<file path="src/rtl/alu_sequencer.sv">
// Accumulator sequencer that drives an external registered ALU.
// It handles load/op commands and a valid/ready result handshake.
// Optional result flags are enabled with the macro ALU_SEQ_FLAGS_EN.
`timescale 1ns/1ps
module alu_sequencer (
    input  logic       clk,
    input  logic       rst_n,
    input  logic       in_valid,
    output logic       in_ready,
    input  logic       in_load,
    input  logic [2:0] in_op,
    input  logic [7:0] in_data,
    output logic [7:0] alu_a,
    output logic [7:0] alu_m,
    output logic [2:0] alu_op,
    input  logic [7:0] alu_x,
    output logic       out_valid,
    input  logic       out_ready,
    output logic [7:0] out_data,
    output logic [7:0] acc,
    output logic [7:0] op_count,
    output logic       zero_flag,
    output logic       neg_flag
);

    typedef enum logic [1:0] {
        IDLE = 2'd0,
        EXEC = 2'd1,
        CAPT = 2'd2,
        OUT  = 2'd3
    } state_t;

    state_t     state_q, state_d;
    logic [7:0] acc_q, acc_d;
    logic [7:0] out_data_q, out_data_d;
    logic       out_valid_q, out_valid_d;
    logic [7:0] op_count_q, op_count_d;
    logic [2:0] op_q, op_d;
    logic [7:0] m_q, m_d;

    always_comb begin
        state_d     = state_q;
        acc_d       = acc_q;
        out_data_d  = out_data_q;
        out_valid_d = out_valid_q;
        op_count_d  = op_count_q;
        op_d        = op_q;
        m_d         = m_q;
        case (state_q)
            IDLE: begin
                if (in_valid) begin
                    if (in_load) begin
                        acc_d       = in_data;
                        out_data_d  = in_data;
                        out_valid_d = 1'b1;
                        state_d     = OUT;
                    end else begin
                        op_d    = in_op;
                        m_d     = in_data;
                        state_d = EXEC;
                    end
                end
            end
            EXEC: begin
                state_d = CAPT;
            end
            // The ALU registered its result at the end of EXEC, so alu_x is valid here.
            CAPT: begin
                acc_d       = alu_x;
                out_data_d  = alu_x;
                out_valid_d = 1'b1;
                state_d     = OUT;
            end
            OUT: begin
                if (out_ready) begin
                    out_valid_d = 1'b0;
                    op_count_d  = op_count_q + 8'd1;
                    state_d     = IDLE;
                end
            end
            default: begin
                state_d = IDLE;
            end
        endcase
    end

    always_ff @(posedge clk) begin
        if (!rst_n) begin
            state_q     <= IDLE;
            acc_q       <= 8'h00;
            out_data_q  <= 8'h00;
            out_valid_q <= 1'b0;
            op_count_q  <= 8'h00;
            op_q        <= 3'd0;
            m_q         <= 8'h00;
        end else begin
            state_q     <= state_d;
            acc_q       <= acc_d;
            out_data_q  <= out_data_d;
            out_valid_q <= out_valid_d;
            op_count_q  <= op_count_d;
            op_q        <= op_d;
            m_q         <= m_d;
        end
    end

    // op_q/m_q only change on accept, so the ALU inputs hold outside EXEC.
    assign in_ready  = (state_q == IDLE);
    assign alu_a     = acc_q;
    assign alu_m     = m_q;
    assign alu_op    = op_q;
    assign out_valid = out_valid_q;
    assign out_data  = out_data_q;
    assign acc       = acc_q;
    assign op_count  = op_count_q;

`ifdef ALU_SEQ_FLAGS_EN
    logic       zero_q, neg_q;
    logic       wr_en;
    logic [7:0] wr_val;

    assign wr_en  = ((state_q == IDLE) && in_valid && in_load) || (state_q == CAPT);
    assign wr_val = (state_q == CAPT) ? alu_x : in_data;

    always_ff @(posedge clk) begin
        if (!rst_n) begin
            zero_q <= 1'b0;
            neg_q  <= 1'b0;
        end else if (wr_en) begin
            zero_q <= (wr_val == 8'h00);
            neg_q  <= wr_val[7];
        end
    end

    assign zero_flag = zero_q;
    assign neg_flag  = neg_q;
`else
    assign zero_flag = 1'b0;
    assign neg_flag  = 1'b0;
`endif

endmodule
</file>
<file path="config.mk">
export PLATFORM = sky130hd
export DESIGN_NAME = alu_sequencer
export DESIGN_NICKNAME = d
export VERILOG_FILES = /design/src/rtl/alu_sequencer.sv
export SDC_FILE = /design/constraint.sdc
export NUM_CORES = 1
export LEC_CHECK = 0
export ABC_AREA = 1
export CAP_MARGIN = 10
export CORE_MARGIN = 2
export CORE_UTILIZATION = 40
export CTS_CLUSTER_SIZE = 25
export DETAILED_ROUTE_END_ITERATION = 10
export HOLD_SLACK_MARGIN = 0.08
export PLACE_DENSITY = 0.77
export SETUP_SLACK_MARGIN = 0.15
export SYNTH_ARGS = -nofsm -noshare
export SYNTH_HDL_FRONTEND = slang
export SYNTH_SLANG_ARGS = --single-unit
</file>
<file path="constraint.sdc">
create_clock -name clk -period 1.9 [get_ports clk]
set_clock_uncertainty 0.1 [all_clocks]
set_input_delay 0.285 -clock clk [delete_from_list [all_inputs] [get_ports clk]]
set_output_delay 0.285 -clock clk [all_outputs]
set_load 0.01 [all_outputs]
</file>
# Yosys cells after proc, flatten, opt, wreduce, memory -nomap -nowiden
# Index checks and enable logic that the tools add are counted.
[word_totals] ff_bits=30 in_bits=24 output_inout_bits=47 elab_cells=33
[op_classes] addsub=1 eq_ne=6 muxes=11 bitwise=1 reduce_logical=8
[ops] op="2-to-1 mux 8 bit" n=2
[ops] op="one-hot mux 8 bit (2 select lines)" n=1
[ops] op="adder 8 x 1 -> 8 bit (second input constant)" n=1
[ops] op="one-hot mux 2 bit (4 select lines)" n=1
[ops] op="2-to-1 mux 2 bit" n=3
[ops] op="AND reduction 3 bit" n=2
[ops] op="equality test 2 bit (second input constant)" n=2
[ops] op="inequality test 2 bit (second input constant)" n=2
[ops] op="AND reduction 2 bit" n=2
[ops] op="AND reduction 4 bit" n=1
[ops] op="2-to-1 mux 1 bit" n=3
[ops] op="one-hot mux 1 bit (3 select lines)" n=1
[ops] op="nonzero test 3 bit" n=1
[ops] op="equality test 2 x 1 -> 1 bit (second input constant)" n=1
[ops] op="logical NOT 2 bit" n=1
[ops] op="inequality test 2 x 1 -> 1 bit (second input constant)" n=1
[ops] op="nonzero test 2 bit" n=1
[ops] op="inverter 1 bit" n=1

# Logic depth before layout (Yosys ltp)
# Gate-level depths: netlist of the first run.
[depth] ltp_word=3 depth_mapped=9 mapped_depth_nobuf=8

# Least setup slack after synthesis of the first run
# No wires, ideal clock.
[synth_path] path_type="reg-to-reg" startpoint="register state_q[0]" endpoint="register out_data_q[0] (netlist: out_data[0])" setup_time_ps=113 arrival_ps=1321 required_time_ps=1687 slack_ps=366 path_stages_with_launch=10 path_buffers=2 synth_period_minus_slack_ps=1534 path_cell_list="dfxtp_1 inv_1 ha_1 buf_6 or2_4 nand3_4 buf_8 nand2_1 nand2_1 nor2_1"
[synth_between] elab_chain_len=3 elab_cells_between_ends=7 classes_between="eq/ne: 3; mux: 1; reduce/logical: 3"
[synth_rtl] element="start: declaration" line="33" rtl="state_t state_q, state_d;"
[synth_rtl] element="start signal: assignment" line="97" rtl="state_q <= state_d;"
[synth_rtl] element="logical NOT 2 bit or equality test 2 bit (tied branches)" line="49" rtl="case (state_q)"
[synth_rtl] element="inequality test 2 x 1 -> 1 bit (no line), or another cell as far along"
[synth_rtl] element="AND reduction 3 bit (no line)"
[synth_rtl] element="end signal: assignment" line="99" rtl="out_data_q <= out_data_d;"
[synth_rtl] element="end: declaration" line="35" rtl="logic [7:0] out_data_q, out_data_d;"
# Parallel ways exist; a longest one is shown, timed or not.
# A chain may end at the register's enable or synchronous reset.

# Worst setup path in the final report of the first run
[layout_path] startpoint="register op_count_q[3] (netlist: op_count[3])" endpoint="output op_count[3]"
[layout_lines] element="start: declaration" line="37" rtl="logic [7:0] op_count_q, op_count_d;"
[layout_lines] element="start signal: assignment" line="101" rtl="op_count_q <= op_count_d;"
[layout_lines] element="end: declaration" line="21" rtl="output logic [7:0] op_count,"
# No word-level cell between the ends.

==> results of run 1 <==
[layer usage]
layer / up-vias / track usage [%] / share of wire (%)
li1: 799 / - / -
met1: 677 / 19.29 / 44
met2: 58 / 29.08 / 46
met3: 5 / 6.000 / 8.4
met4: 0 / 8.418 / 1.5
met5: - / 0 / 0
[metrics by stage]
stage / instance area, µm² / power (mW) / setup WS (ns) / utilization, %
floorplan: 1605 / 1.964 / 0.3658 / -
global placement: 2197 / 2.437 / 0.2791 / 58.69
detailed placement: 2197 / 2.481 / 0.2515 / 58.69
CTS: 2318 / 3.110 / 0.2248 / 61.93
global route: 2318 / 3.306 / 0.1812 / 61.93
finish: 2318 / 3.060 / 0.2435 / 61.93
[registers in the layout, indices dropped and copies added, names as in the netlist]
name / count
out_valid: 1
alu_op: 3
state_q: 2
op_count: 8
alu_m: 8
out_data: 8
[cells in the final DEF, fill, tap and decap left out, drive strengths merged, types with 3 or more instances in the layout]
master / count
clkdlybuf4s50: 67
nand2: 44
inv: 43
nor2: 31
dfxtp: 30
o21ai: 22
a21oi: 19
nand3: 9
clkbuf: 8
ha: 6
buf: 3
[cell families after synthesis]
family | after synthesis | share of synthesized area [%]
and+or+nand+nor | 86 | 22.27
buffers and inverters | 69 | 21.56
AOI/OAI and AO/OA | 43 | 13.75
DFF | 30 | 37.50
adders and majority gates | 6 | 4.687
other | 1 | 0.2342
[layout make-up]
cell class | instances | area (µm²)
timing repair buffer | 71 | 714.4
inverter | 43 | 161.4
sequential | 30 | 600.6
clock buffer | 8 | 110.1
multi-input combinational | 137 | 671.9
tap | 48 | 60.06
fill | 360 | 1425
[how the worst max path moves through the flow]
| stage | start | end | depth (start not counted) |
|---|---|---|---|
| 2_1_floorplan | state_q[0] | out_data[0] | 9 |
| 6_report | op_count[3] | op_count[3] | 1 |
| 4_1_cts | op_count[4] | op_count[4] | 1 |
| 5_1_grt | op_count[2] | op_count[2] | 1 |
| 3_3_place_gp | state_q[0] | in_ready | 3 |
| 3_5_place_dp | state_q[0] | in_ready | 3 |
[power by group through the flow]
stage	logic [mW]	registers [mW]	clock network (mW)
floorplan	0.984	0.980	0
global placement	1.52	0.922	0
detailed placement	1.55	0.934	0
CTS	1.57	0.924	0.618
global route	1.71	0.945	0.647
finish	1.55	0.920	0.594
==> flow_summary.yaml, run 1 <==
floorplan:
  start_util_pct: 42.78
  num_rows: 22
  dieArea_mm2: 0.004526
  io_pins: 71
  core_area_mm2: 0.003744
  dieWidth_um: 67.28
  die_height_um: 67.28
critical_path:
  path_buf_inv: 1
  required_ns: 1.51
  path_max_fanout: 6
  cpPeakStageDelay_ns: 0.57
  end_kind: "primary output"
  cp.arrival_ns: 1.27
  slowest_stage: "clkdlybuf4s50_1"
  path_class: "flip-flop to primary output"
  reg2reg_to: "out_data[7]"
  crit_family: "buffers and inverters"
  rrSetupSlack_ns: 0.39
  r2r-start: "state_q[0]"
  cp_cell_sequence: "clkdlybuf4s50_1"
  startpoint_type: "flip-flop"
  reg2reg_depth: 7
global_routing:
  grt_pass1_wl_um: 5802
  first_global_vias: 1350
  grt_start_max_net_pins: 31
  grt_usage_pct: 17.24
  antenna_found_initial: 0
  grt_overflow_total: 0
cts:
  insertion_delay_ns: 0.28
  hold_buffers: 0
  htreeDepth: 2
  cts_sinks: 30
  cts.clk_slew.worst_paths_ns: 0.06
  cts-root-buf: "clkbuf_8"
  cts_resized: 5
  cts_made_buffers: 5
  post-cts-setup-buffers: 0
  cts_tree: "done"
  clockBufferDepth: 2
detailed_routing:
  viasPerCell: 4.567
  via_count: 1539
  dr.pass1.iters: 4
  drtIter0Drc: 81
  drc: 0
  antenna_left: 0
  wl_per_cell_um: 10.63
  routed_wl_um: 3582
logic_synthesis:
  synth_top_area_share_pct: 37.50
  yosysWarnings: 0
  synth.most_common_cell: "nand2_1"
  syn_area_mm2: 0.001602
  ys_seq_area_share_pct: 37.50
  yosysUniqueCellTypes: 19
  synthFlopType: "dfxtp_1"
  syn_area_per_cell_um2: 6.815
  synth_top_cell_by_area: "dfxtp_1"
  synth_cells: 235
  synth.ff_latch_count: 30
  async_flop_share_pct: 0
  synthTopCellsByArea: "dfxtp_1 38%, nand2_1 10%, inv_1 10%"
  synth-edff-count: 0
  synth_common_cells: "44 x nand2_1, 43 x inv_1, 30 x dfxtp_1, 30 x nor2_1, 22 x o21ai_0"
power:
  power.density_mw_per_mm2: 1320
  switching_share_pct: 35.70
  power_frac_comb_pct: 50.5
  p_seq_share_pct: 30.1
  internal_power_mw: 1.968
  ir_worst_vdd_mv: 0.7799
  p_leak_nw: 1.015
  switching_power_mw: 1.093
  p_clk_share_pct: 19.4
sta:
  fin_crit_sh_pct: 87.18
  period_needed_ns: 1.657
  max_freq_mhz: 603.7
  finalSetupViolCount: 0
  slew_violations: 0
  finalSetupTns_ns: 0
  rsz0062_at_grt: "no"
  whs_ns: 0.3410
  finalHoldViolations: 0
worst_hold_path:
  hold_depth: 2
  hp-start: "alu_m[0]"
  hold_end: "alu_m[0]"
  min_path_type: "flip-flop to flip-flop"
placed_design:
  place.gp.congestion: 0.7246
  placed_cells: 329
  port_buffers: 68
  dp_hpwl_um: 2637
outcome:
  status: "complete, no violations"
final_layout:
  drive_above_1_share_pct: 5.882
  syn2layout_area_growth_pct: 44.77
  finalNonFillerCells: 337
  fin_nets: 318
  n_antenna_cell: 0
run:
  cap_violations: 0
No activity file was read; power rests on OpenSTA's default activity.
==> run 2: changes to the inputs <==
Settings changed: CORE_ASPECT_RATIO from default to 0.5, RECOVER_POWER from default to 100.
==> flow_summary.yaml, run 2 (synthesized netlist as in run 1, its figures left out) <==
placed_design:
  dp_hpwl_um: 2547
  port_buffers: 68
  place.gp.congestion: 0.7273
  dp_worst_setup_slack_ns: 0.2417
sta:
  rsz0062_at_grt: "no"
  slew_violations: 0
  finalHoldViolations: 0
  period_needed_ns: 1.702
  setup_slack_ns: 0.1976
  max_freq_mhz: 587.4
  fin_crit_sh_pct: 89.60
  whs_ns: 0.3382
  finalSetupTns_ns: 0
  finalSetupViolCount: 0
final_layout:
  drive_above_1_share_pct: 4.828
  fillers: 358
  syn2layout_area_growth_pct: 43.98
  n_antenna_cell: 0
  most-common-layout-cells: "44 x nand2_1, 44 x dlygate4sd3_1, 43 x inv_1"
  fin_nets: 319
critical_path:
  startpoint_type: "flip-flop"
  cpPeakStageDelay_ns: 0.63
  required_ns: 1.51
  path_class: "flip-flop to primary output"
  path_buf_inv: 1
  cp.arrival_ns: 1.32
  cp_cell_sequence: "dlygate4sd3_1"
  crit_family: "buffers and inverters"
  end_kind: "primary output"
  slowest_stage: "dlygate4sd3_1"
  path_max_fanout: 6
global_routing:
  antenna_found_initial: 0
  first_global_vias: 1350
  grt_overflow_total: 0
  grt_usage_pct: 15.63
  grt_start_max_net_pins: 23
  grt_pass1_wl_um: 5747
cts:
  cts_made_buffers: 5
  hold_buffers: 0
  cts_tree: "done"
  cts-root-buf: "clkbuf_8"
  cts.clk_slew.worst_paths_ns: 0.06
  clockBufferDepth: 2
  cts_sinks: 30
  htreeDepth: 2
  insertion_delay_ns: 0.27
detailed_routing:
  wl_per_cell_um: 9.782
  drc: 0
  antenna_left: 0
  routed_wl_um: 3365
  viasPerCell: 4.299
  dr.pass1.iters: 4
  via_count: 1479
  drtIter0Drc: 53
power:
  ir_worst_vdd_mv: 0.4480
  p_total_mw: 2.898
  power.density_mw_per_mm2: 1257
  p_leak_nw: 1.131
floorplan:
  dieArea_mm2: 0.004557
  core_area_mm2: 0.003864
  die_height_um: 48.75
  start_util_pct: 41.45
  num_rows: 16
  dieWidth_um: 93.49
  io_pins: 71
outcome:
  status: "complete, no violations"
run:
  cap_violations: 0
worst_hold_path:
  min_path_type: "flip-flop to flip-flop"
[run 2: area by class of cell]
| cell class | instances | area [µm²] | area share, % |
|---|---|---|---|
| Clock buffer | 8 | 110.1 | 4.775 |
| Sequential cell | 30 | 600.6 | 26.04 |
| Tap cell | 54 | 67.56 | 2.930 |
| Multi-Input combinational cell | 137 | 659.4 | 28.59 |
| Timing Repair Buffer | 72 | 706.9 | 30.66 |
| Inverter | 43 | 161.4 | 6.999 |
[run 2: final timing paths]
kind	start	end	slack, ns	cells after the start
min	alu_m[5]	alu_m[5]	0.34	2
min reg2reg	alu_m[5]	alu_m[5]	0.34	2
max reg2reg	state_q[0]	out_data[3]	0.27	7
max	op_count[3]	op_count[3]	0.20	1
[run 2: per-stage QoR]
| stage | std cells | cell area, µm² | util (%) |
|---|---|---|---|
| 2_1_floorplan | 236 | 1605 | - |
| 3_3_place_gp | 336 | 2200 | 56.93 |
| 3_5_place_dp | 336 | 2200 | 56.93 |
| 4_1_cts | 344 | 2321 | 60.07 |
| 5_1_grt | 344 | 2306 | 59.68 |
| 6_report | 344 | 2306 | 59.68 |
[run 2: worst reg2reg max path, cell delays in order, from the launching register on]
cell,delay [ns]
dfxtp_1,0.36
inv_1,0.13
ha_1,0.24
or2_0,0.26
nand3_2,0.25
nand2_1,0.09
nand2_1,0.07
nor2_1,0.03
[run 2: power by group]
group	internal (mW)	total, mW	leakage (nW)	switching (mW)
Sequential	0.791	0.899	0.246	0.108
Clock	0.365	0.595	0.0575	0.229
Combinational	0.677	1.40	0.827	0.727
Total	1.83	2.90	1.13	1.07
[run 2: routing by layer]
layer	GRT usage (%)	vias up	wire [µm]
met4	3.676	0	23
met1	17.79	643	1433
met2	29.14	27	1769
li1	-	805	-
met5	0	-	0
met3	4.206	4	138
[run 2: timing repair]
item                       in CTS  in global routing
buffers inserted                0                  0
setup endpoints to repair       1                  0
resized for setup               5                  0
==> run 3: changes to the inputs <==
Settings changed: PLACE_DENSITY 0.77 to default, PLACE_DENSITY_LB_ADDON from default to 0.08.
==> flow_summary.yaml, run 3 (synthesized netlist as in run 1, its figures left out) <==
sta:
  slew_violations: 0
  finalSetupTns_ns: 0
  finalSetupViolCount: 0
  rsz0062_at_grt: "no"
  fin_crit_sh_pct: 89.64
  max_freq_mhz: 587.2
  finalHoldViolations: 0
  period_needed_ns: 1.703
global_routing:
  grt_pass1_wl_um: 5996
  grt_overflow_total: 0
  grt_start_max_net_pins: 31
  first_global_vias: 1408
  grt_usage_pct: 16.64
  antenna_found_initial: 0
critical_path:
  crit_family: "buffers and inverters"
  slowest_stage: "dlygate4sd3_1"
  cp_cell_sequence: "dlygate4sd3_1"
  startpoint_type: "flip-flop"
  end_kind: "primary output"
  cpPeakStageDelay_ns: 0.63
  cp.arrival_ns: 1.32
  path_buf_inv: 1
  path_max_fanout: 6
  path_class: "flip-flop to primary output"
  required_ns: 1.51
power:
  p_leak_nw: 1.131
  ir_worst_vdd_mv: 0.5696
  power.density_mw_per_mm2: 1286
outcome:
  status: "complete, no violations"
cts:
  cts.clk_slew.worst_paths_ns: 0.07
  htreeDepth: 2
  cts-root-buf: "clkbuf_8"
  cts_sinks: 30
  clockBufferDepth: 2
  cts_tree: "done"
  hold_buffers: 0
  cts_made_buffers: 5
  insertion_delay_ns: 0.27
floorplan:
  dieArea_mm2: 0.004557
  dieWidth_um: 93.49
  core_area_mm2: 0.003864
  die_height_um: 48.75
  io_pins: 71
  start_util_pct: 41.45
  num_rows: 16
detailed_routing:
  drtIter0Drc: 74
  via_count: 1515
  dr.pass1.iters: 4
  routed_wl_um: 3568
  wl_per_cell_um: 10.43
  antenna_left: 0
  drc: 0
  viasPerCell: 4.430
final_layout:
  fin_nets: 318
  most-common-layout-cells: "44 x nand2_1, 44 x dlygate4sd3_1, 42 x inv_1"
  drive_above_1_share_pct: 4.514
  multiInputGateArea_um2: 649.4
  fillers: 361
  n_antenna_cell: 0
  ff_latch_area_um2: 600.6
  syn2layout_area_growth_pct: 43.83
  utilization_pct: 59.62
placed_design:
  port_buffers: 68
  dp_hpwl_um: 2646
  place.gp.congestion: 0.7816
worst_hold_path:
  min_path_type: "flip-flop to flip-flop"
run:
  cap_violations: 0
[run 3: final cells by class]
cell class / instances / share of cell area (%)
multi-input cells: 137 / 28.19
clock inverters: 1 / 1.304
inverters: 43 / 7.007
flip-flops and latches: 30 / 26.07
well taps: 54 / 2.933
repair buffers: 71 / 30.91
clock buffers: 6 / 3.585
[run 3: path summary, 6_finish.rpt]
path / from / endpoint / slack, ns / cells past startpoint
setup / recovery: op_count[3] / op_count[3] / 0.20 / 1
setup reg to reg: state_q[0] / out_data[3] / 0.31 / 7
hold reg to reg: alu_m[6] / alu_m[6] / 0.34 / 2
hold / removal: alu_m[6] / alu_m[6] / 0.34 / 2
[run 3: through the flow]
stage	hold slack, ns	std cells	power [mW]	instance area (µm²)	setup slack, ns
global route	0.3742	342	3.206	2303	0.1167
detailed placement	0.3350	335	2.489	2205	0.2518
finish	0.3432	342	2.962	2303	0.1969
global placement	0.3303	335	2.447	2205	0.2960
floorplan	0.3410	236	1.964	1605	0.3658
CTS	0.3456	342	3.173	2328	0.2419
[run 3: layer usage]
| metal | vias up | routed length [µm] | GRT usage (%) |
|---|---|---|---|
| met5 | - | 0 | 0 |
| met4 | 0 | 16 | 4.657 |
| met3 | 2 | 251 | 5.452 |
| met2 | 45 | 1559 | 28.54 |
| met1 | 668 | 1742 | 20.06 |
| li1 | 800 | - | - |
[run 3: power by group]
group	switching, mW	internal, mW
Sequential	0.111	0.790
Clock	0.236	0.419
Combinational	0.729	0.676
Total	1.08	1.89
[run 3: repair_timing]
action,4_1_cts,5_1_grt
buffers inserted,0,0
endpoints found under the setup margin,1,0
resized for setup,5,0
